### src/rtl/fsk_bit_demod_if.sv
// fsk_bit_demod_if: result bundle of the FSK bit demodulator.
// master drives data_o, data_valid_o, period_count_o, carrier_o, overflow_o; slave observes.
interface fsk_bit_demod_if #(
    parameter int COUNT_WIDTH = 16
);
    logic                   data_o;
    logic                   data_valid_o;
    logic [COUNT_WIDTH-1:0] period_count_o;
    logic                   carrier_o;
    logic                   overflow_o;

    modport master (
        output data_o,
        output data_valid_o,
        output period_count_o,
        output carrier_o,
        output overflow_o
    );

    modport slave (
        input data_o,
        input data_valid_o,
        input period_count_o,
        input carrier_o,
        input overflow_o
    );
endinterface

### src/rtl/fsk_bit_demod.sv
// fsk_bit_demod: two-tone FSK demodulator; counts clk cycles over a gate of carrier periods,
// slices with hysteresis + confirm filter. Ports: clk, reset (async high), rf_i (async carrier),
// out_if (master): data_o, data_valid_o strobe, period_count_o, carrier_o, sticky overflow_o.
module fsk_bit_demod #(
    parameter int SYNC_STAGES      = 2,
    parameter int PERIODS_PER_GATE = 16,
    parameter int COUNT_WIDTH      = 16,
    parameter int THRESHOLD        = 640,
    parameter int HYSTERESIS       = 4,
    parameter int CONFIRM          = 2,
    parameter int TIMEOUT_CYCLES   = 1024
) (
    input  logic            clk,
    input  logic            reset,
    input  logic            rf_i,
    fsk_bit_demod_if.master out_if
);
    localparam int EW = $clog2(PERIODS_PER_GATE + 1);
    localparam int IW = $clog2(TIMEOUT_CYCLES + 1);
    localparam int CW = $clog2(CONFIRM + 1);
    localparam int XW = COUNT_WIDTH + 1;

    localparam logic [COUNT_WIDTH-1:0] CNT_MAX   = '1;
    localparam logic [XW-1:0]          HI_TH     = XW'(THRESHOLD + HYSTERESIS);
    localparam logic [XW-1:0]          LO_TH     = XW'(THRESHOLD - HYSTERESIS);
    localparam logic [EW-1:0]          LAST_EDGE = EW'(PERIODS_PER_GATE - 1);
    localparam logic [IW-1:0]          IDLE_MAX  = IW'(TIMEOUT_CYCLES);
    localparam logic [IW-1:0]          IDLE_TRIP = IW'(TIMEOUT_CYCLES - 1);
    localparam logic [CW-1:0]          CONF_LAST = CW'(CONFIRM - 1);

    typedef enum logic {ACQUIRE, MEASURE} state_t;

    state_t                 state_q, state_d;
    logic [SYNC_STAGES-1:0] sync_q, sync_d;
    logic                   prev_q, prev_d;
    logic [COUNT_WIDTH-1:0] cyc_q, cyc_d;
    logic [EW-1:0]          edge_q, edge_d;
    logic [IW-1:0]          idle_q, idle_d;
    logic [CW-1:0]          conf_q, conf_d;
    logic                   data_q, data_d;
    logic                   dv_q, dv_d;
    logic [COUNT_WIDTH-1:0] period_q, period_d;
    logic                   carrier_q, carrier_d;
    logic                   ovf_q, ovf_d;

    logic                   edge_det;
    logic                   timeout;
    logic [COUNT_WIDTH-1:0] cyc_inc;
    logic [XW-1:0]          cnt_x;
    logic                   cand;

    always_comb begin
        sync_d    = {sync_q[SYNC_STAGES-2:0], rf_i};
        prev_d    = sync_q[SYNC_STAGES-1];
        edge_det  = sync_q[SYNC_STAGES-1] & ~prev_q;
        state_d   = state_q;
        cyc_d     = cyc_q;
        edge_d    = edge_q;
        conf_d    = conf_q;
        data_d    = data_q;
        dv_d      = 1'b0;
        period_d  = period_q;
        carrier_d = carrier_q;
        ovf_d     = ovf_q;

        // Cycle count including the current cycle, pinned at all-ones.
        cyc_inc = (cyc_q == CNT_MAX) ? CNT_MAX : cyc_q + COUNT_WIDTH'(1);
        cnt_x   = {1'b0, cyc_inc};

        // Dead band keeps the current symbol.
        if (cnt_x >= HI_TH) begin
            cand = 1'b1;
        end else if (cnt_x <= LO_TH) begin
            cand = 1'b0;
        end else begin
            cand = data_q;
        end

        // Idle counter parks at TIMEOUT_CYCLES so the timeout fires once.
        if (edge_det) begin
            idle_d = '0;
        end else if (idle_q == IDLE_MAX) begin
            idle_d = idle_q;
        end else begin
            idle_d = idle_q + IW'(1);
        end
        timeout = !edge_det && (idle_q == IDLE_TRIP);

        unique case (state_q)
            ACQUIRE: begin
                if (edge_det) begin
                    cyc_d   = '0;
                    edge_d  = '0;
                    state_d = MEASURE;
                end
            end
            MEASURE: begin
                cyc_d = cyc_inc;
                if (cyc_inc == CNT_MAX) begin
                    ovf_d = 1'b1;
                end
                if (edge_det) begin
                    if (edge_q == LAST_EDGE) begin
                        // Closing edge also opens the next gate.
                        period_d  = cyc_inc;
                        dv_d      = 1'b1;
                        carrier_d = 1'b1;
                        cyc_d     = '0;
                        edge_d    = '0;
                        if (cand != data_q) begin
                            if (conf_q == CONF_LAST) begin
                                data_d = cand;
                                conf_d = '0;
                            end else begin
                                conf_d = conf_q + CW'(1);
                            end
                        end else begin
                            conf_d = '0;
                        end
                    end else begin
                        edge_d = edge_q + EW'(1);
                    end
                end
            end
            default: state_d = ACQUIRE;
        endcase

        if (timeout) begin
            state_d   = ACQUIRE;
            carrier_d = 1'b0;
            conf_d    = '0;
            cyc_d     = '0;
            edge_d    = '0;
        end
    end

    always_ff @(posedge clk or posedge reset) begin
        if (reset) begin
            state_q   <= ACQUIRE;
            sync_q    <= '0;
            prev_q    <= 1'b0;
            cyc_q     <= '0;
            edge_q    <= '0;
            idle_q    <= '0;
            conf_q    <= '0;
            data_q    <= 1'b0;
            dv_q      <= 1'b0;
            period_q  <= '0;
            carrier_q <= 1'b0;
            ovf_q     <= 1'b0;
        end else begin
            state_q   <= state_d;
            sync_q    <= sync_d;
            prev_q    <= prev_d;
            cyc_q     <= cyc_d;
            edge_q    <= edge_d;
            idle_q    <= idle_d;
            conf_q    <= conf_d;
            data_q    <= data_d;
            dv_q      <= dv_d;
            period_q  <= period_d;
            carrier_q <= carrier_d;
            ovf_q     <= ovf_d;
        end
    end

    assign out_if.data_o         = data_q;
    assign out_if.data_valid_o   = dv_q;
    assign out_if.period_count_o = period_q;
    assign out_if.carrier_o      = carrier_q;
    assign out_if.overflow_o     = ovf_q;
endmodule

### src/flat_wrapper.sv
// flat-port wrapper written by rule: the top's interface ports become plain ports
module fsk_bit_demod_flat 
#(
    parameter int SYNC_STAGES      = 2,
    parameter int PERIODS_PER_GATE = 16,
    parameter int COUNT_WIDTH      = 16,
    parameter int THRESHOLD        = 640,
    parameter int HYSTERESIS       = 4,
    parameter int CONFIRM          = 2,
    parameter int TIMEOUT_CYCLES   = 1024
)
  (clk, reset, rf_i, out_if_data_o, out_if_data_valid_o, out_if_period_count_o, out_if_carrier_o, out_if_overflow_o);
  fsk_bit_demod_if #(.COUNT_WIDTH(COUNT_WIDTH)) out_if_i ();
  input  logic clk;
  input  logic reset;
  input  logic rf_i;
  output wire logic [$bits(out_if_i.data_o)-1:0] out_if_data_o;
  output wire logic [$bits(out_if_i.data_valid_o)-1:0] out_if_data_valid_o;
  output wire logic [$bits(out_if_i.period_count_o)-1:0] out_if_period_count_o;
  output wire logic [$bits(out_if_i.carrier_o)-1:0] out_if_carrier_o;
  output wire logic [$bits(out_if_i.overflow_o)-1:0] out_if_overflow_o;
  assign out_if_data_o = out_if_i.data_o;
  assign out_if_data_valid_o = out_if_i.data_valid_o;
  assign out_if_period_count_o = out_if_i.period_count_o;
  assign out_if_carrier_o = out_if_i.carrier_o;
  assign out_if_overflow_o = out_if_i.overflow_o;
  fsk_bit_demod #(.SYNC_STAGES(SYNC_STAGES), .PERIODS_PER_GATE(PERIODS_PER_GATE), .COUNT_WIDTH(COUNT_WIDTH), .THRESHOLD(THRESHOLD), .HYSTERESIS(HYSTERESIS), .CONFIRM(CONFIRM), .TIMEOUT_CYCLES(TIMEOUT_CYCLES)) u_core (.clk(clk), .reset(reset), .rf_i(rf_i), .out_if(out_if_i));
endmodule
### config.mk
export PLATFORM = sky130hd
export DESIGN_NAME = fsk_bit_demod_flat
export DESIGN_NICKNAME = d
export VERILOG_FILES = /design/src/rtl/fsk_bit_demod_if.sv /design/src/rtl/fsk_bit_demod.sv /design/src/flat_wrapper.sv
export SDC_FILE = /design/constraint.sdc
export NUM_CORES = 1
export LEC_CHECK = 0
export ABC_AREA = 1
export CAP_MARGIN = 10
export CORE_MARGIN = 4
export CORE_UTILIZATION = 58
export DETAILED_ROUTE_END_ITERATION = 6
export GPL_ROUTABILITY_DRIVEN = 0
export GPL_TIMING_DRIVEN = 0
export PLACE_DENSITY_LB_ADDON = 0.1
export SETUP_SLACK_MARGIN = 0.5
export SLEW_MARGIN = 20
export SYNTH_ARGS = -nofsm -noshare
export SYNTH_HDL_FRONTEND = slang
export SYNTH_SLANG_ARGS = --single-unit
export TNS_END_PERCENT = 50
### constraint.sdc
create_clock -name clk -period 2.95 [get_ports clk]
set_clock_uncertainty 0.15 [all_clocks]
set_input_delay 0.295 -clock clk [delete_from_list [all_inputs] [get_ports clk]]
set_output_delay 0.295 -clock clk [all_outputs]
set_load 0.05 [all_outputs]
==> results of run 1 <==
-- critical path: cells and delay by family (launching register included) --
| kind | cells | cell delay [ns] |
|---|---|---|
| DFF | 1 | 0.41 |
| adders and majority gates | 1 | 0.29 |
| and+or+nand+nor | 12 | 1.20 |
| buffers and inverters | 1 | 0.14 |
-- report_power, final --
group          leakage, µW  internal [µW]  switching [µW]
Sequential        0.000774            906            97.7
Combinational     0.000752            228             440
Clock             0.000109            496             318
Total              0.00164           1630             856
-- registers in the layout, indices dropped and copies added (netlist names) --
| name | cells |
|---|---|
| u_core.out_if.period_count_o | 16 |
| u_core.state_q | 1 |
| u_core.out_if.data_valid_o | 1 |
| u_core.conf_q | 2 |
| u_core.out_if.carrier_o | 1 |
| u_core.cyc_q | 16 |
| u_core.prev_q | 1 |
| u_core.out_if.data_o | 1 |
| u_core.edge_q | 5 |
| u_core.out_if.overflow_o | 1 |
| u_core.idle_q | 11 |
| u_core.sync_q | 2 |
-- timing repair --
item	4_1_cts	5_1_grt
resized for setup	0	3
endpoints found under the setup margin	0	12
setup buffers	0	2
-- cells in the final DEF (no fill, tap or decap), drive strengths merged, types with 3 or more instances in the layout --
master / Yosys / layout
a21oi: 11 / 11
clkdlybuf4s50: 0 / 22
dfrtp: 58 / 58
ha: 4 / 4
nor2: 42 / 42
o22ai: 14 / 14
nand4: 9 / 9
clkbuf: 4 / 15
o21ai: 33 / 33
nand2: 81 / 81
nor3: 7 / 7
inv: 54 / 54
xor2: 3 / 3
nand3: 34 / 34
buf: 4 / 6
nor4: 3 / 3
-- per-stage QoR --
stage / area (µm²) / std cells / utilization [%] / setup slack (ns) / hold slack (ns)
global route: 3550 / 478 / 73.2 / 0.466 / 0.230
detailed placement: 3300 / 460 / 68.1 / 0.626 / 0.186
CTS: 3520 / 476 / 72.6 / 0.631 / 0.210
floorplan: 3000 / 371 / - / 0.964 / 0.176
finish: 3550 / 478 / 73.2 / 0.645 / 0.208
global placement: 3300 / 460 / 68.1 / 0.0659 / 0.196
-- worst paths after layout --
| kind | from | endpoint |
|---|---|---|
| worst max-delay path | u_core.cyc_q[0] | u_core.conf_q[1] |
| worst min-delay path | u_core.sync_q[0] | u_core.sync_q[1] |
| worst max register to register | u_core.cyc_q[0] | u_core.conf_q[1] |
| worst min register to register | u_core.sync_q[0] | u_core.sync_q[1] |
| max in group asynchronous | reset | u_core.cyc_q[5] |
| min in group asynchronous | reset | u_core.out_if.carrier_o |
-- area by class of cell --
class                   count  area, µm²
clock inverters             5       77.6
multi-input cells         251       1310
inverters                  54        205
plain buffers               8       46.3
clock buffers              11        141
well taps                  67       83.8
fillers                   397       1300
repair buffers             24        235
flip-flops and latches     58       1450
-- cells by family (layout without fill, tap and decap cells) --
group	Yosys count	in the layout	share of synthesized area, %
XOR/XNOR	5	5	1.46
flip-flops	58	58	48.5
adder cells (fa/ha/maj)	4	4	1.67
AND/OR/NAND/NOR	179	179	28.5
AO/OA/AOI/OAI	63	63	11.6
buffers and inverters	62	102	8.31
-- routing by layer --
layer / wire length, µm / GRT usage [%] / vias up
li1: - / - / 1292
met1: 3480 / 37.6 / 1247
met2: 3060 / 36.0 / 101
met3: 406 / 4.63 / 11
met4: 117 / 9.97 / 0
met5: 0 / 0 / -
==> results.md, run 1 <==
- Root Driver: clkbuf_8
- Worst endpoint required time: 3.02 ns
- Lkg Pwr: 0.00164 µW
- Ys flop type: dfrtp_1
- DR WL/cell: 14.8 µm
- Via count: 2,651
- Critical path class: reg -> reg
- Max_slew headroom: 54.1%
- Worst-Skew Late Latency: 0.34 ns
- RSZ-0062 raised after global routing: yes
- Startpoint Class: flop
- CTS Sinks: 58
- Number of global-route vias before repair: 2,617
- First-pass GRT wire length: 12,300 µm
- Congestion Overflow GR: 0
- Initial antenna violation count: 0
- DR DRC count: 0
- Routed wire length: 7060 µm
- Worst path slowest cell: dfrtp_1
- Syn avg cell area: 8.07 µm²
- Fin crit share: 78.1%
- Antenna fix cells: 0
- Total GRT Usage: 25.1%
- Worst Hold Class: reg -> reg
- Status: finished clean
- DRT iter0 DRCs: 322
- Worst R2R Setup Slack: 0.64 ns
- Dominant cells by area after synthesis: dfrtp_1, nand2_1, inv_1
- Slew Viols, Final: 0
- Top cells by instance count after synthesis: nand2_1, dfrtp_1, inv_1, nand3_1, o21ai_0
- Total negative slack: 0 ns
- Fraction of layout cells with a size suffix above 1: 11.9%
- Crit-path max cell delay: 0.41 ns
- Pwr/cell area: 700 mW/mm²
- I/O pins: 23
- Port Buf Inserts: 22
- R2R depth: 14
- DP Wirelength: 5030 µm
- EDFF count, synth: 0
- Synth Instances: 371
- Asr flop ratio synth: 100%
- Synth Net Count: 378
- Clock transition at path regs: 0.06 ns
- Core ar.: 0.00485 mm²
- Crit-path cells: ha_1, nand2_2, nor2_4, nand2_4, nor2_4, buf_6, nor2_2, nand3_1, nand2_1, nand2_1, nand3_2, nand3_1, nand3_1, nand2_1
- Hold Buf Count CTS: 0
- Critical Path Fanout Max: 10
- Post-DR vias/cell: 5.55
- Top-count cell post-synth: nand2_1
- Layout area overhead: 18.5%
- Die area: 0.00638 mm²
- Synthesized flop and latch total: 58
- Final hold viol count: 0
- Synth cell types: 34
- Total power: 2490 µW
- Max Clk Rate: 434 MHz
- Cell taking the most area after synthesis: dfrtp_1
- Tmin final: 2.31 ns
- Post-synthesis cell area: 0.00300 mm²
- Number of routed nets with antenna violations: 0
- TritonCTS Buffers: 9
- Maximum vdd drop: 0.566 mV
- Detailed Routing Iterations Pass 1: 5
- Max clock buf depth: 2
- Die W: 79.9 µm
- Die H: 79.9 µm
- Crit. End Element: flop
- Worst Tran Pin Value: 0.688 ns
- CTS tree: built
- Yosys warning count: 0
- Nets: 413
- H-tree Lvls: 3
- Final setup fails: 0
- Fraction of the yosys area taken by sequential cells: 48.5%
- Site Rows: 25
- Crit path arrival time: 2.38 ns
- Share of the synthesized area in the top cell type: 48.5%
- Hold depth: 0
- Pin count of the biggest net entering global routing: 59
- Initial core utilization: 61.8%
- Max cap viols: 0
Power figures use the tool's default switching activity.
==> run 2, diff against run 1 <==
--- a/config.mk
+++ b/config.mk
@@ -8,7 +8,7 @@
 export ABC_AREA = 1
 export CAP_MARGIN = 10
 export CORE_MARGIN = 4
-export CORE_UTILIZATION = 58
+export CORE_UTILIZATION = 52
 export DETAILED_ROUTE_END_ITERATION = 6
 export GPL_ROUTABILITY_DRIVEN = 0
 export GPL_TIMING_DRIVEN = 0
==> constraint.sdc (replaced) <==
create_clock -name clk -period 2.1 [get_ports clk]
set_clock_uncertainty 0.15 [all_clocks]
set_input_delay 0.21 -clock clk [delete_from_list [all_inputs] [get_ports clk]]
set_output_delay 0.21 -clock clk [all_outputs]
set_load 0.05 [all_outputs]
==> run 2 against run 1 <==
The flow now finishes with violations (setup timing). Clock power rose by 43%. Global-route usage fell by 0.47 points. Critical path depth did not move. Critical path type unchanged.
==> results.md, run 2 (synthesized netlist as in run 1, its figures left out) <==
- Status: complete, but fails checks
- Failing checks: setup timing
- DP Wirelength: 5020 µm (-0.11%)
- Routed wire length: 8900 µm (+26%)
- Die H: 83.9 µm (+5.0%)
- Nets: 454 (+9.9%)
- Worst R2R Setup Slack: -0.07 ns (-0.72 ns)
- Root Driver: clkbuf_8
- Uppermost routed layer: met4
- I/O pins: 23 (unchanged)
- Max clock buf depth: 2 (unchanged)
- Pin count of the biggest net entering global routing: 31 (-47%)
- Final hold viol count: 0 (unchanged)
- Most common cell after layout, fill and taps aside: nand2_1
- Placed insts: 466 (+1.3%)
- Via count: 3,011 (+14%)
- Worst Hold Class: in -> reg
- Total negative slack: -0.218 ns (-0.218 ns)
- Site Rows: 27 (+8.0%)
- Crit. End Element: flop
- Core ar.: 0.00554 mm² (+14%)
- Slew Viols, Final: 0 (unchanged)
- Crit path arrival time: 2.26 ns (-0.12 ns)
- Pwr/cell area: 899 mW/mm² (+28%)
- Met3 wire length: 574 µm (+41%)
- Worst endpoint required time: 2.19 ns (-0.83 ns)
- First-pass GRT wire length: 13,800 µm (+12%)
- H-tree Lvls: 3 (unchanged)
- DR WL/cell: 17.0 µm (+15%)
- DRT iter0 DRCs: 245 (-24%)
- Met2 wire len: 4440 µm (+45%)
- Detailed Routing Iterations Pass 1: 6 (+1)
- DR DRC count: 0 (unchanged)
- Worst Tran Pin Value: 0.687 ns (-0.00156 ns)
- Tmin final: 2.17 ns (-0.132 ns)
- Initial core utilization: 54.1% (-7.7 points)
- Die area: 0.00704 mm² (+10%)
- Fin cells: 524 (+9.6%)
- Max_slew headroom: 54.1% (about the same)
- Critical path class: reg -> reg
- Number of global-route vias before repair: 2,986 (+14%)
- Antenna fix cells: 0 (unchanged)
- Worst-Skew Late Latency: 0.35 ns (about the same)
- CTS tree: built
- Max Clk Rate: 460 MHz (+6.1%)
- Commonest cells after routing, fill and taps aside: nand2_1, dfrtp_1, inv_1
- WL met1: 3440 µm (-1.3%)
- Fin crit share: 104% (+25 points)
- Fraction of layout cells with a size suffix above 1: 36.7% (+25 points)
- Maximum vdd drop: 0.750 mV (+32%)
- Startpoint Class: flop
- Total GRT Usage: 24.7% (-0.47 points)
- Clock transition at path regs: 0.07 ns (about the same)
- Initial antenna violation count: 0 (unchanged)
- CTS Sinks: 58 (unchanged)
- Congestion Overflow GR: 0 (unchanged)
- Die W: 83.9 µm (+5.0%)
- Port Buf Inserts: 22 (unchanged)
- Layout area overhead: 50.5%
- RSZ-0062 raised after global routing: yes
- Setup ws final: -0.0738 ns (-0.718 ns)
- Final setup fails: 4 (+4)
- Critical Path Fanout Max: 3 (-7)
- Lkg Pwr: 0.00241 µW (+47%)
- Number of routed nets with antenna violations: 0 (unchanged)
- TritonCTS Buffers: 9 (unchanged)
- Post-DR vias/cell: 5.75 (+3.6%)
- Max cap viols: 0 (unchanged)
## run 2: cell types whose count changed in the layout (fill, tap and decap cells not counted), sizes merged
cell | previous run | this run
clkinv | 2 | 3
clkdlybuf4s50 | 22 | 2
dlymetal6s2s | 0 | 20
buf | 6 | 47
clkinvlp | 1 | 3
inv | 54 | 53
clkbuf | 15 | 13
## run 2: where the power goes
group	internal, µW	total [µW]	switching [µW]	leakage, µW
combinational	633	1450	814	0.00153
sequential	1280	1440	168	0.000770
clock	665	1160	493	0.000105
## run 2: routing by layer
metal | up-vias | GRT usage (%)
li1 | 1375 | -
met2 | 150 | 41.7
met4 | 0 | 15.2
met5 | - | 0
met3 | 50 | 5.53
met1 | 1436 | 28.1
## run 2: stage by stage
stage	utilization [%]	instance area [µm²]	total power (µW)	hold slack, ns	setup slack [ns]
after detailed placement	60.9	3380	2360	0.186	-0.225
after global routing	81.3	4510	4240	0.160	-0.211
after global placement	60.6	3360	2320	0.195	-0.162
final	81.3	4510	4050	0.147	-0.0738
after floorplan	-	3050	2120	0.0914	0.144
after CTS	75.2	4170	3760	0.146	0.0142
## run 2: worst max-delay path: stages (launching register included)
cell     delay (ns)
dfrtp_1        0.41
buf_4          0.14
inv_1          0.07
nor2_2         0.16
nand2_2        0.11
nor2_4         0.12
nand2_1        0.08
nand2_1        0.10
nand3_2        0.10
nor2_1         0.13
nand2_1        0.10
nor2_4         0.15
nand3_2        0.10
nand3_1        0.09
nand2_1        0.06
## run 2: cell type report
type,instances,area (µm²)
Timing Repair Buffer,65,687
Tap cell,72,90.1
Multi-Input combinational cell,251,1730
Sequential cell,58,1460
Inverter,54,216
Buffer,8,113
Clock buffer,9,124
Fill cell,299,1030
Clock inverter,7,93.8
## run 2: final timing paths
check                                 start               end  cells after the start
min                                    rf_i  u_core.sync_q[0]                      1
min reg2reg                u_core.sync_q[0]  u_core.sync_q[1]                      0
max                         u_core.cyc_q[0]  u_core.conf_q[0]                     14
max in group asynchronous             reset  u_core.idle_q[2]                      3
max reg2reg                 u_core.cyc_q[0]  u_core.conf_q[0]                     14
min in group asynchronous             reset   u_core.cyc_q[3]                      2
## run 2: what timing repair did
item                                    4_1_cts  5_1_grt
gates resized for setup                      73       85
hold buffers                                  0        0
buffers inserted                             30        9
endpoints found under the setup margin       66       73
cloned                                        3        0
pin swaps                                    14       18
==> run 3, diff against run 2 <==
--- a/config.mk
+++ b/config.mk
@@ -6,7 +6,6 @@
 export NUM_CORES = 1
 export LEC_CHECK = 0
 export ABC_AREA = 1
-export CAP_MARGIN = 10
 export CORE_MARGIN = 4
 export CORE_UTILIZATION = 52
 export DETAILED_ROUTE_END_ITERATION = 6
==> results of run 3 <==
No change in the layout: final DEF, timing and power equal those of run 2.
==> patch 1: new RTL, config.mk and constraints of run 3 <==
`CONFIRM` is set to 2 in 2 places; all go to 4.
--- a/src/rtl/fsk_bit_demod.sv
+++ b/src/rtl/fsk_bit_demod.sv
@@ -7,7 +7,7 @@
     parameter int COUNT_WIDTH      = 16,
     parameter int THRESHOLD        = 640,
     parameter int HYSTERESIS       = 4,
-    parameter int CONFIRM          = 2,
+    parameter int CONFIRM          = 4,
     parameter int TIMEOUT_CYCLES   = 1024
 ) (
     input  logic            clk,
--- a/src/flat_wrapper.sv
+++ b/src/flat_wrapper.sv
@@ -6,7 +6,7 @@
     parameter int COUNT_WIDTH      = 16,
     parameter int THRESHOLD        = 640,
     parameter int HYSTERESIS       = 4,
-    parameter int CONFIRM          = 2,
+    parameter int CONFIRM          = 4,
     parameter int TIMEOUT_CYCLES   = 1024
 )
   (clk, reset, rf_i, out_if_data_o, out_if_data_valid_o, out_if_period_count_o, out_if_carrier_o, out_if_overflow_o);
Behaviour: no difference found for any inputs over 10 cycles, from zero or initial values and one cycle with reset high; that may be too few to reach the edited logic, so the function may still have changed.
==> patch 1 against run 3 <==
The run still ends with setup timing left; wire length increased by 7.5%; hold slack about the same; final area increased by 1.0%; count of clock-buffer cells in the layout increased by 4; sequential power increased by 3%; critical path depth increased by 1; non-clock buffer count decreased by 6; critical path type unchanged; sequential cell count increased by 1; setup slack got worse by 0.023 ns; synthesized area increased by 3.7%; highest routed layer unchanged; total power increased by 0.14%.
==> patch 1: results (changes against run 3) <==
CTS H-Tree Depth 3 (unchanged); kind of critical path register to register; post-route setup slack -0.0972 ns (-0.0234 ns); via count 3104 (+3.1%); DR WL/cell 18.0 um (+6.0%); min-delay worst type input port to async pin; worst vdd ir 0.665 mV (-11%); Placed Area 3450 um2 (+2.3%); Final nets 463 (+2.0%); Final HPWL DP 5.30 mm (+5.6%); vias in the first global route 2905 (-2.7%); clk slew on worst S/H paths 0.07 ns (about the same); failing checks setup timing; Seq/Total Area, Yosys 47.5% (-0.93 points); critical path arrival 2.28 ns (+0.02 ns); top post-synthesis cells by area dfrtp_1, nand2_1, inv_1, nand3_1, o21ai_0; final setup fails 3 (-1); first-pass GRT wire length 14.1 mm (+2.1%); distinct cell type count after synthesis 33 (-2.9%); top post-synthesis cells by count nand2_1, dfrtp_1, inv_1, nor2_1, nand3_1; DR pass1 iterations 5 (-1); Setup Total Neg Slack -0.279 ns (-0.0611 ns); IO Port Bufs 22 (unchanged); status finished with violations; P_leak 2.42 nW (+0.57%); Crit-path slowest cell dfrtp_2; max incr delay on CP 0.43 ns (+0.02 ns); Longest Clk Path Bufs 2 (unchanged); largest net degree at the start of global routing 34 (+9.7%); worst-path maximum fanout 5 (+2); layout cells sized above 1 38.1% (+1.4 points); syn nets 393 (+4.0%); Global Route Usage Sum 24.7% (+0.079 points); Layout fillers 307 (+2.7%); drt first-iter violations 321 (+31%); slew margin rel. 58.1% (+4.0 points)
-- patch 1: cell count changes after synthesis, moves of 3 or more --
cell            run 3  this run
nor2_1             27        35
nand4_1             9         5
nand2_2             2         5
nand2_1            78        90
nand3_2             1         5
o21ai_1             4         1
nor2_2              9         6
a21oi_1            11         8
nor2_4              6         9
-- patch 1: area by class of cell --
type	count	area (um2)	area share, %
multi-input cells	265	1850	40.7
flip-flops and latches	59	1480	32.5
repair buffers	59	609	13.4
inverters	53	213	4.67
clock buffers	13	159	3.49
plain buffers	8	114	2.50
well taps	72	90.1	1.98
clock inverters	2	35.0	0.770
-- patch 1: cells by family (layout without fill, tap and decap cells) --
family / after synthesis / count (layout) / share of synthesized area [%]
and+or+nand+nor: 198 / 198 / 30.8
buffers and inverters: 61 / 135 / 7.89
DFF: 59 / 59 / 47.5
AOI/OAI and AO/OA: 57 / 57 / 10.4
adders and majority gates: 5 / 5 / 2.01
xor gates and xnor gates: 5 / 5 / 1.41
-- patch 1: layer usage --
| layer | GRT usage (%) | vias up | routed length (um) |
|---|---|---|---|
| met3 | 6.21 | 40 | 476 |
| li1 | - | 1394 | - |
| met4 | 8.63 | 0 | 368 |
| met1 | 34.6 | 1533 | 4050 |
| met2 | 37.3 | 137 | 4670 |
| met5 | 0 | - | 0 |
-- patch 1: final timing paths --
kind / to / slack, ns / cells past startpoint
min in group clk: u_core.sync_q[0]$_DFF_PP0_ / 0.16 / 1
worst min-delay path: u_core.idle_q[0]$_DFFE_PP0P_ / 0.15 / 2
max in group asynchronous: u_core.cyc_q[1]$_DFFE_PP0P_ / 1.08 / 3
worst min register to register: u_core.sync_q[1]$_DFF_PP0_ / 0.20 / 0
worst max-delay path: u_core.conf_q[0]$_DFFE_PP0P_ / -0.1 / 15
worst max register to register: u_core.conf_q[0]$_DFFE_PP0P_ / -0.1 / 15
-- patch 1: power breakdown --
group	internal, mW	switching [mW]	total (mW)
Sequential	1.30	0.185	1.48
Clock	0.606	0.470	1.08
Combinational	0.626	0.871	1.50
Total	2.53	1.53	4.06
-- patch 1: through the flow --
step	cells	power [mW]	worst slack (ns)
2_1_floorplan	385	2.18	0.144
3_3_place_gp	479	2.40	-0.125
3_5_place_dp	480	2.43	-0.148
4_1_cts	523	3.74	0.0207
5_1_grt	531	4.22	-0.180
6_report	531	4.06	-0.0972
-- patch 1: what timing repair did --
action                                 in CTS  in global routing
setup endpoints to repair                  65                 70
endpoints found under the hold margin       0                  0
resized for setup                          86                101
hold buffers                                0                  0
pin swaps                                  19                 42
cloned                                      3                  0
buffers inserted                           25                  8
==> patch 2: new RTL, flow settings as in run 3 <==
Made on the original files. Register the input `rf_i` before use. The logic sees it one clock later. The other inputs are not delayed to match.
--- a/src/rtl/fsk_bit_demod.sv
+++ b/src/rtl/fsk_bit_demod.sv
@@ -30,6 +30,12 @@
 
     typedef enum logic {ACQUIRE, MEASURE} state_t;
 
+    logic rf_q;
+
+    always_ff @(posedge clk) begin
+        rf_q <= rf_i;
+    end
+
     state_t                 state_q, state_d;
     logic [SYNC_STAGES-1:0] sync_q, sync_d;
     logic                   prev_q, prev_d;
@@ -50,7 +56,7 @@
     logic                   cand;
 
     always_comb begin
-        sync_d    = {sync_q[SYNC_STAGES-2:0], rf_i};
+        sync_d    = {sync_q[SYNC_STAGES-2:0], rf_q};
         prev_d    = sync_q[SYNC_STAGES-1];
         edge_det  = sync_q[SYNC_STAGES-1] & ~prev_q;
         state_d   = state_q;
Check against the original RTL: same outputs for any inputs over 10 cycles, from zero or initial values and one cycle with reset high; that may be too few to reach the edited logic, so the function may still have changed.
==> patch 2 against run 3 <==
The flow still finishes with violations (setup timing); hold slack got worse by 0.071 ns; die area up 2.2%; clock power up 3%; sequential cell count rose by 1; setup slack got worse by 0.096 ns; final area rose by 8.1%; total power grew 7.5%; wire length up 28%; combinational power grew 12%; synthesized area is 2.5% higher.
==> patch 2: results (changes against run 3) <==
DRT Wirelength 11.4 mm (+28%); Setup crit end u_core.conf_q[1]$_DFFE_PP0P_; kind of critical path register to register; distinct cell type count after synthesis 36 (+5.9%); top post-synthesis cells by area dfrtp_1, nand2_1, inv_1, nand3_1, o21ai_0; worst-path maximum fanout 5 (+2); IO Port Bufs 22 (unchanged); Final Cell Area 4870 um2 (+8.1%); failing checks setup timing; Final HPWL DP 5.42 mm (+7.9%); drt first-iter violations 410 (+67%); share of flip-flops with an asynchronous set or reset 98.3% (-1.7 points); post-route setup slack -0.169 ns (-0.0956 ns); DR pass1 iterations 7 (+1); via count 3394 (+13%); final non-filler cell total 557 (+6.3%); critical path arrival 2.41 ns (+0.15 ns); layout cells sized above 1 47.4% (+11 points); vias in the first global route 3287 (+10%); Cell Count Post-Placement 490 (+5.2%); Place WS -0.225 ns (+0.0000970 ns); Clock Latency Late Sink 0.37 ns (+0.02 ns); P_leak 2.58 nW (+7.4%); Global Route Usage Sum 27.7% (+3.1 points); syn nets 401 (+6.1%); r2r startpoint u_core.cyc_q[14]$_DFFE_PP0P_; first-pass GRT wire length 15.6 mm (+14%); final setup fails 10 (+6); pin slew with the least headroom to its limit 0.544 ns (-0.143 ns); Post-Syn Instances 394 (+6.2%); clk slew on worst S/H paths 0.09 ns (+0.02 ns); Seq/Total Area, Yosys 47.9% (-0.51 points); largest net degree at the start of global routing 26 (-16%); Placed Area 3490 um2 (+3.3%); Crit-path slowest cell dfrtp_1; Layout fillers 245 (-18%); worst vdd ir 0.712 mV (-5.1%); status finished with violations; min-delay worst type input port to async pin; top post-synthesis cells by count nand2_1, inv_1, dfrtp_1, nor2_1, nand3_1
[patch 2: changes by cell type after synthesis, sizes merged, moves of 2 or more]
cell,before,now
inv,54,65
nand2,81,88
nand3b,0,2
a21oi,11,13
nor2,42,46
nand3,34,36
xor2,3,1
[patch 2: kinds of logic after synthesis]
logic type | count (synthesis) | synth area share [%]
buffers and inverters | 73 | 9.34
AND/OR/NAND/NOR | 193 | 29.2
adder cells (fa/ha/maj) | 4 | 1.63
AO/OA/AOI/OAI | 63 | 11.3
XOR/XNOR | 2 | 0.571
flip-flops | 59 | 47.9
[patch 2: routing by layer]
layer | wire length (um) | GRT usage [%] | vias to the layer above
li1 | - | - | 1458
met1 | 4120 | 33.5 | 1641
met2 | 5700 | 45.8 | 210
met3 | 833 | 6.80 | 85
met4 | 740 | 14.7 | 0
met5 | 0 | 0 | -
[patch 2: final cells by class]
cell class / instances / area share [%]
buffer: 7 / 1.93
clock buffer: 9 / 2.54
clock inverter: 7 / 2.08
inverter: 66 / 5.50
multi-input combinational: 262 / 39.5
sequential: 59 / 30.3
tap: 72 / 1.85
timing repair buffer: 75 / 16.3
[patch 2: power breakdown]
part | total (mW) | switching (mW) | internal, mW
registers | 1.54 | 0.231 | 1.30
clock network | 1.20 | 0.528 | 0.675
logic | 1.62 | 0.965 | 0.650
[patch 2: metrics by stage]
step	setup TNS [ns]	power (mW)
2_1_floorplan	0	2.19
3_3_place_gp	-0.756	2.42
3_5_place_dp	-1.17	2.46
4_1_cts	0	3.94
5_1_grt	-1.24	4.56
6_report	-0.425	4.35
[patch 2: what timing repair did]
action / in CTS / in global routing
buffers inserted: 30 / 16
endpoints found under the setup margin: 66 / 73
pin swaps: 26 / 56
gates resized for setup: 102 / 141
cloned: 5 / 0
[patch 2: how the worst min path moves through the flow]
stage / startpoint / to / slack (ns) / depth (start not counted)
6_report: reset / u_core.edge_q[4]$_DFFE_PP0P_ / 0.08 / 2
5_1_grt: reset / u_core.edge_q[4]$_DFFE_PP0P_ / 0.09 / 2
4_1_cts: reset / u_core.edge_q[4]$_DFFE_PP0P_ / 0.06 / 2
3_5_place_dp: u_core.rf_q$_DFF_P_ / u_core.sync_q[0]$_DFF_PP0_ / 0.18 / 0
3_3_place_gp: u_core.rf_q$_DFF_P_ / u_core.sync_q[0]$_DFF_PP0_ / 0.17 / 0
2_1_floorplan: rf_i / u_core.rf_q$_DFF_P_ / 0.09 / 0
[patch 2: critical path: cells and delay by family (launching register included)]
kind | cells | cell delay (ns)
flops | 1 | 0.41
buf+inv | 2 | 0.26
compound gates | 1 | 0.14
simple gates | 11 | 1.24
